`src/rtl/pwm_duty_ctrl.sv`:
```
// Closed-loop duty controller for the 3-bit PWM stage. It soft-starts the duty,
// applies hysteresis regulation with rate-limited steps, and trips to duty 0 on over-limit.
module pwm_duty_ctrl #(
  parameter int MEAS_W      = 12,
  parameter int STEP_CYCLES = 1000,
  parameter int START_DUTY  = 3,
  parameter int TRIP_LEVEL  = 4000
) (
  input  logic              clk,
  input  logic              rst_n,
  input  logic              en,
  input  logic              meas_valid,
  input  logic [MEAS_W-1:0] meas,
  input  logic [MEAS_W-1:0] setpoint,
  input  logic [MEAS_W-1:0] hyst,
  output logic              duty_inc,
  output logic              duty_dec,
  output logic              pwm_load,
  output logic [2:0]        duty_val,
  output logic [2:0]        duty_shadow,
  output logic [1:0]        state,
  output logic              fault
);

  localparam int TW = (STEP_CYCLES > 1) ? $clog2(STEP_CYCLES) : 1;
  localparam logic [TW-1:0]     RELOAD = TW'(STEP_CYCLES - 1);
  localparam logic [2:0]        START  = 3'(START_DUTY);
  localparam logic [MEAS_W-1:0] TRIP   = MEAS_W'(TRIP_LEVEL);
  localparam logic [MEAS_W:0]   MAXV   = {1'b0, {MEAS_W{1'b1}}};

  typedef enum logic [1:0] {
    IDLE     = 2'd0,
    RAMP     = 2'd1,
    REGULATE = 2'd2,
    FAULT    = 2'd3
  } state_t;

  state_t        state_q, state_d;
  logic [2:0]    shadow_q, shadow_d;
  logic [2:0]    dval_q, dval_d;
  logic [TW-1:0] timer_q, timer_d, timer_dn;
  logic          up_q, up_d, dn_q, dn_d;
  logic          fault_q, fault_d;
  logic          inc_q, inc_d, dec_q, dec_d, load_q, load_d;

  logic [MEAS_W:0] lo, hi, sum;
  logic            trip, below, above, up_eff, dn_eff;

  // Band limits are formed one bit wider so the clamps at 0 and full scale cannot wrap.
  always_comb begin
    sum    = {1'b0, setpoint} + {1'b0, hyst};
    lo     = (setpoint >= hyst) ? {1'b0, setpoint - hyst} : '0;
    hi     = (sum > MAXV) ? MAXV : sum;
    below  = {1'b0, meas} < lo;
    above  = {1'b0, meas} > hi;
    trip   = meas_valid && (meas >= TRIP);
    up_eff = meas_valid ? below : up_q;
    dn_eff = meas_valid ? above : dn_q;
    timer_dn = (timer_q != '0) ? timer_q - 1'b1 : '0;
  end

  always_comb begin
    state_d  = state_q;
    shadow_d = shadow_q;
    dval_d   = dval_q;
    timer_d  = timer_q;
    up_d     = up_q;
    dn_d     = dn_q;
    fault_d  = fault_q;
    inc_d    = 1'b0;
    dec_d    = 1'b0;
    load_d   = 1'b0;
    if (!en) begin
      state_d = IDLE;
      up_d    = 1'b0;
      dn_d    = 1'b0;
    end else begin
      unique case (state_q)
        IDLE: begin
          load_d   = 1'b1;
          dval_d   = '0;
          shadow_d = '0;
          timer_d  = RELOAD;
          fault_d  = 1'b0;
          state_d  = RAMP;
        end
        RAMP: begin
          if (trip) begin
            load_d = 1'b1; dval_d = '0; shadow_d = '0; fault_d = 1'b1;
            up_d = 1'b0; dn_d = 1'b0; state_d = FAULT;
          end else if (shadow_q == START) begin
            state_d = REGULATE;
            timer_d = timer_dn;
          end else if (timer_q == '0) begin
            inc_d    = 1'b1;
            shadow_d = shadow_q + 3'd1;
            timer_d  = RELOAD;
          end else begin
            timer_d = timer_dn;
          end
        end
        REGULATE: begin
          if (trip) begin
            load_d = 1'b1; dval_d = '0; shadow_d = '0; fault_d = 1'b1;
            up_d = 1'b0; dn_d = 1'b0; state_d = FAULT;
          end else begin
            up_d = up_eff;
            dn_d = dn_eff;
            // Decisions use this cycle's freshly classified flags for one-cycle latency.
            if (timer_q == '0 && up_eff && shadow_q != 3'd7) begin
              inc_d    = 1'b1;
              shadow_d = shadow_q + 3'd1;
              timer_d  = RELOAD;
            end else if (timer_q == '0 && dn_eff && shadow_q != 3'd0) begin
              dec_d    = 1'b1;
              shadow_d = shadow_q - 3'd1;
              timer_d  = RELOAD;
            end else begin
              timer_d = timer_dn;
            end
          end
        end
        FAULT: ;
        default: state_d = IDLE;
      endcase
    end
  end

  always_ff @(posedge clk or negedge rst_n) begin
    if (!rst_n) begin
      state_q  <= IDLE;
      shadow_q <= '0;
      dval_q   <= '0;
      timer_q  <= '0;
      up_q     <= 1'b0;
      dn_q     <= 1'b0;
      fault_q  <= 1'b0;
      inc_q    <= 1'b0;
      dec_q    <= 1'b0;
      load_q   <= 1'b0;
    end else begin
      state_q  <= state_d;
      shadow_q <= shadow_d;
      dval_q   <= dval_d;
      timer_q  <= timer_d;
      up_q     <= up_d;
      dn_q     <= dn_d;
      fault_q  <= fault_d;
      inc_q    <= inc_d;
      dec_q    <= dec_d;
      load_q   <= load_d;
    end
  end

  assign duty_inc    = inc_q;
  assign duty_dec    = dec_q;
  assign pwm_load    = load_q;
  assign duty_val    = dval_q;
  assign duty_shadow = shadow_q;
  assign state       = state_q;
  assign fault       = fault_q;

endmodule

```
`config.mk`:
```
export PLATFORM = sky130hd
export DESIGN_NAME = pwm_duty_ctrl
export DESIGN_NICKNAME = d
export VERILOG_FILES = /design/src/rtl/pwm_duty_ctrl.sv
export SDC_FILE = /design/constraint.sdc
export NUM_CORES = 1
export LEC_CHECK = 0
export ABC_CLOCK_PERIOD_IN_PS = 8600
export BUFFER_PORTS_ARGS = -buffer_cell sky130_fd_sc_hd__buf_2
export CAP_MARGIN = 15
export CELL_PAD_IN_SITES_DETAIL_PLACEMENT = 0
export CELL_PAD_IN_SITES_GLOBAL_PLACEMENT = 2
export CORE_UTILIZATION = 25
export CTS_BUF_LIST = sky130_fd_sc_hd__clkbuf_4
export DETAILED_ROUTE_END_ITERATION = 8
export GPL_TIMING_DRIVEN = 0
export MAX_ROUTING_LAYER = met4
export PLACE_DENSITY_LB_ADDON = 0.08
export SLEW_MARGIN = 15
export SYNTH_ARGS = -nofsm -noshare
export SYNTH_HDL_FRONTEND = slang
export SYNTH_SLANG_ARGS = --single-unit
```
`constraint.sdc`:
```
create_clock -name clk -period 8.6 [get_ports clk]
set_input_delay 0 -clock clk [delete_from_list [all_inputs] [get_ports clk]]
set_output_delay 0 -clock clk [all_outputs]
set_load 0.03 [all_outputs]
```
# Word-level counts from Yosys, hierarchy flattened
# Cells that the tools add are included.
# classes
n_mux	50
addsub	5
n_reduce_logical	17
n_eq_ne	15
magnitude_cmp	5
# ops
cell	n
10-bit 2-to-1 mux	7
10-bit case mux with 3 select lines	1
1-bit 2-to-1 mux	21
3-bit 2-to-1 mux	7
3-bit != test (second input constant)	5
12-bit by 12-bit adder with 13-bit output	1
12-bit by 13-bit > comparator with 1-bit output	1
13-bit by 12-bit > comparator with 1-bit output (second input constant)	1
13-bit 2-to-1 mux	1
12-bit >= comparator	1
12-bit >= comparator (second input constant)	1
12-bit less-than comparator	1
12-bit 2-to-1 mux	1
12-bit subtractor	1
10-bit logical NOT	1
1-bit case mux with 2 select lines	5
10-bit nonzero test	1
10-bit by 1-bit subtractor with 10-bit output (second input constant)	1
3-bit case mux with 3 select lines	1
2-bit 2-to-1 mux	4
4-bit != test (second input constant)	2
2-bit case mux with 3 select lines	1
3-bit case mux with 2 select lines	1
3-bit AND reduction	2
17 further kinds	23
# totals
input_bits	40
output_inout_bits	12
word_cells	102
regBits	24

# Longest topological paths before layout
# logic_depth
depth_word	12
ltp_mapped	21
mapped_depth_nobuf	20

# Least setup slack after synthesis
# No wires, ideal clock.
# synth_timing
path_type	input-to-reg
start	input setpoint[0]
end	register shadow_q[2] (netlist: duty_shadow[2])
path_buffers	1
required_time_ns	8.531
path_stages	21
arrival_time_ns	4.267
path_slack_ns	4.265
cell_sequence	ha_1 -> inv_1 -> fa_1 -> o21bai_1 -> a21oi_1 -> o21bai_1 -> a2111oi_0 -> o41a_1 -> o31ai_2 -> inv_1 -> and2_1 -> ha_1 -> and3_1 -> a221o_1 -> a31o_2 -> o221ai_1 -> or2_1 -> clkbuf_1 -> a41o_4 -> or4_1 -> nand3_1
# synth_between
elab_chain_len	9
elab_cells_between_ends	19
classes_between	2 x add/sub; 4 x order compare; 1 x eq/ne; 7 x mux; 5 x reduce/logical
# synth_rtl
element	line_no	source
start: declaration	14	input logic [MEAS_W-1:0] setpoint,
12-bit by 12-bit adder with 13-bit output (tied with other cells)	51	sum = {1'b0, setpoint} + {1'b0, hyst};
13-bit by 12-bit > comparator with 1-bit output / 12-bit 2-to-1 mux (equally long branches)	53, 52	
13-bit 2-to-1 mux / 12-bit less-than comparator (equally long branches)	53, 54	
12-bit by 13-bit > comparator with 1-bit output / 1-bit 2-to-1 mux (equally long branches)	55, 57	
1-bit 2-to-1 mux / 1-bit logical AND (equally long branches)	58, 110	
1-bit logical AND (on tied branches)	114, 110	
1-bit logical AND / 3-bit 2-to-1 mux (equally long branches)	114, 110	
4-bit != test (no source line) / 3-bit 2-to-1 mux (equally long branches)	--	
5-bit AND reduction (no source line) / 3-bit case mux with 3 select lines (equally long branches)	--	
end signal: assignment	143	shadow_q <= shadow_d;
end: declaration	39	logic [2:0] shadow_q, shadow_d;
# Parallel ways exist; a longest one is shown, timed or not.
# A chain may end at the register's enable or synchronous reset.

# Final worst setup path
# layout_timing
start	input hyst[0]
end	register shadow_q[2] (netlist: duty_shadow[2])
# layout_between
elab_chain_len	9
elab_cells_between_ends	19
classes_between	2 x add/sub; 4 x order compare; 1 x eq/ne; 7 x mux; 5 x reduce/logical
# layout_rtl
element	line_no	source
start: declaration	15	input logic [MEAS_W-1:0] hyst,
12-bit by 12-bit adder with 13-bit output (tied with other cells)	51	
13-bit by 12-bit > comparator with 1-bit output / 12-bit 2-to-1 mux (equally long branches)	53, 52	
13-bit 2-to-1 mux / 12-bit less-than comparator (equally long branches)	53, 54	
12-bit by 13-bit > comparator with 1-bit output / 1-bit 2-to-1 mux (equally long branches)	55, 57	
1-bit 2-to-1 mux / 1-bit logical AND (equally long branches)	58, 110	
1-bit logical AND (on tied branches)	114, 110	
1-bit logical AND / 3-bit 2-to-1 mux (equally long branches)	114, 110	
4-bit != test (no source line) / 3-bit 2-to-1 mux (equally long branches)	--	
5-bit AND reduction (no source line) / 3-bit case mux with 3 select lines (equally long branches)	--	
# Parallel ways exist; a longest one is shown, timed or not.

==> metrics.txt <==
hold_buf cts 2; Routed wire per std cell about 15 um; detailed placer's ending HPWL 7.86 mm; Post-synth EDFFs 0; CTS tree built; DRT iter0 DRCs around 140; unrepaired setup endpoints after global routing no; nets around 570; static leakage 1.76 nW; crit-path cells buf_2 > ha_1 > inv_1 > fa_1 > o21bai_1 > a21oi_1 > o21bai_1 > a2111oi_0 > o41a_1 > o31ai_2 > inv_1 > and2_1 > ha_1 > and3_1 > a221o_1 > a31o_2 > o221ai_1 > or2_1 > clkbuf_1 > a41o_4 > or4_1 > nand3_1; TritonCTS Buffers 3; status finished, final reports clean; post-route setup slack 3590 ps; # port buffers 47; Post-CTS Setup Inserts 0; depth of the CTS H-tree 1; Rows 41; CP Max Fanout 10; DR vias/cell 4.69; critical path required time 8870 ps; DRC viols 0; # IOs 52; first-pass GRT wire length 15.4 mm; Crit Path Category in -> reg; initial cell density of the core 25.7%; Reg clk slew, reported paths 130 ps; largest net degree at the start of global routing 22; Worst Setup End Kind register; initial antenna violation count 0; worst r2r path cells 11; Slew HR between 30% and 40%; Worst-Margin Slew ~940 ps; DP Worst Slack 3290 ps; fraction of layout cells with a size suffix above 1 about 16%; Syn. warnings 0; clk root buf clkbuf_4; Critical Path Max Stage Delay 680 ps; Placer Congestion 0.768; slowest CP cell o31ai_2; Tcrit/Tclk final 58.3%; share of flip-flops with an asynchronous set or reset 100%; Mean Syn Cell Area slightly below 8 sq um; register bit total from synthesis 21; total track usage 15.1%; DIE HEIGHT about 120 um; Fin Setup TNS 0 ps; post-synthesis cell type count 68; clock sink count 21; VDD IR max 0.0699 mV; max_cap viols 0; PostCTS Resize Cnt 0; die area 0.0134 sq mm; Hold Fails Final Rpt 0; antenna-violating nets left 0; ANT cells 0; Mapped Area 0.00324 sq mm; Hold Crit Class in -> async; Clock Path Buffers 2; Skew-Pair Late Insertion Delay between 300 and 400 ps; fin. max-slew vios 0; Gate Count Post-Synth 416; vias in the first global route 2978; Layout area overhead 15.7%; CP Launch Type primary input; register area share after synthesis roughly 16%; Final setup violation count 0; Peak Freq ~200 MHz; Core ar. 0.0126 sq mm; die width 116 um; clock skew after layout 6.34 ps; GRT overflow 0; Post-synth top flop dfrtp_1; CP arrival 5280 ps; DRT Pass-1 Iters 4; minimum clock period 5010 ps; DRT Wirelength about 9.4 mm; via count 3015; PD cells 159 mW/mm^2
[state kept, by name (all words and copies together), names as in the netlist]
| register | cells |
|---|---|
| dn_q | 1 |
| duty_dec | 1 |
| duty_inc | 1 |
| duty_shadow | 3 |
| fault | 1 |
| pwm_load | 1 |
| state | 2 |
| timer_q | 10 |
| up_q | 1 |
[critical path: cells and delay by family]
kind	cells	cell delay (ps)
adders and majority gates	3	830
AOI/OAI and AO/OA	10	2740
and+or+nand+nor	5	1230
buffers and inverters	4	470
[area by class of cell]
type	count	area, sq um
sequential	21	526
multi-input combinational	339	2480
fill	1438	8870
inverter	42	158
tap	172	215
clock buffer	4	30.0
timing repair buffer	49	255
buffer	16	86.3
[stage by stage]
| step | power [mW] | utilization, % | area [sq um] | hold WS, ps | std cells |
|---|---|---|---|---|---|
| finish | 0.598 | 29.7 | 3750 | 171 | 643 |
| global placement | 0.547 | 29.3 | 3700 | 19.0 | 637 |
| CTS | 0.608 | 29.7 | 3750 | 185 | 643 |
| detailed placement | 0.547 | 29.3 | 3700 | 30.3 | 637 |
| floorplan | 0.435 | - | 3250 | -296 | 418 |
| global route | 0.663 | 29.7 | 3750 | 215 | 643 |
[logic make-up (layout without fill, tap and decap cells)]
logic type	Yosys count	count (layout)	share of synthesized area (%)
compound gates	121	121	26.0
xor+xnor	18	18	4.86
fa+ha+maj	59	59	23.2
buf+inv	58	111	7.52
flops	21	21	16.2
mux	3	3	0.965
other cells	1	3	0.116
simple gates	135	135	21.1
[Yosys cell counts (3+ instances only)]
library cell / n / area share [%]
or4_1: 3 / 0.69
dfrtp_1: 21 / 16
nor2_1: 32 / 3.7
nor2b_1: 6 / 1.2
ha_1: 57 / 22
buf_2: 3 / 0.46
and4_1: 3 / 0.81
nor3_1: 5 / 0.77
nand3_1: 7 / 1.1
a31oi_1: 4 / 0.77
o21ai_0: 21 / 3.2
a211oi_1: 4 / 0.93
clkbuf_1: 8 / 0.93
buf_4: 4 / 0.93
a21o_1: 6 / 1.4
o21a_1: 3 / 0.69
xor2_1: 4 / 1.1
o21bai_1: 4 / 0.93
nor4_1: 3 / 0.58
nand2_1: 44 / 5.1
and3_1: 6 / 1.2
inv_1: 42 / 4.9
o211ai_1: 3 / 0.69
xnor2_1: 14 / 3.8
o31ai_1: 6 / 1.4
or3_1: 3 / 0.58
a21oi_1: 40 / 6.2
nand2b_1: 8 / 1.5
nor3b_1: 3 / 0.69
[power by group]
| group | switching [mW] | internal [mW] | leakage (nW) |
|---|---|---|---|
| registers | 0.0325 | 0.124 | 0.262 |
| logic | 0.230 | 0.155 | 1.48 |
| clock network | 0.0349 | 0.0213 | 0.0184 |
| total | 0.298 | 0.300 | 1.76 |
[layout by cell type (no fill, tap or decap), drive strengths merged, types with 3 or more instances in the layout]
| cell type | Yosys | final |
|---|---|---|
| a31oi | 4 | 4 |
| a211oi | 4 | 4 |
| nor3b | 3 | 3 |
| or4 | 4 | 4 |
| clkbuf | 8 | 12 |
| inv | 42 | 42 |
| conb | 1 | 3 |
| or3 | 3 | 3 |
| xnor2 | 14 | 14 |
| buf | 8 | 55 |
| o221ai | 3 | 3 |
| nand3 | 8 | 8 |
| ha | 57 | 57 |
| o21bai | 4 | 4 |
| o211ai | 4 | 4 |
| nand2b | 8 | 8 |
| nor4 | 3 | 3 |
| a21oi | 40 | 40 |
| xor2 | 4 | 4 |
| nor2b | 6 | 6 |
| dfrtp | 21 | 21 |
| and3 | 6 | 6 |
| a21o | 6 | 6 |
| o21ai | 22 | 22 |
| nor3 | 5 | 5 |
| o21a | 3 | 3 |
| o31ai | 7 | 7 |
| nor2 | 32 | 32 |
| and4 | 3 | 3 |
| nand2 | 45 | 45 |
[metal layers]
layer / global-route usage (%) / wire length (um) / up-vias / part of all wire, %
met5: - / 0 / - / 0
met4: 1.03 / 26 / 0 / 0.28
met3: 1.62 / 261 / 2 / 2.8
met2: 22.7 / 3900 / 46 / 41
met1: 22.4 / 5250 / 1391 / 56
li1: - / - / 1576 / -
[final timing paths]
check | start | end | slack, ps
max | hyst[0] | duty_shadow[2] | 3590
min | rst_n | state[0] | 170
max reg2reg | timer_q[0] | duty_shadow[2] | 5420
min reg2reg | fault | fault | 560
max in group asynchronous | rst_n | timer_q[6] | 8060
min in group clk | meas_valid | dn_q | 260
(Power assumes the default switching activity.)
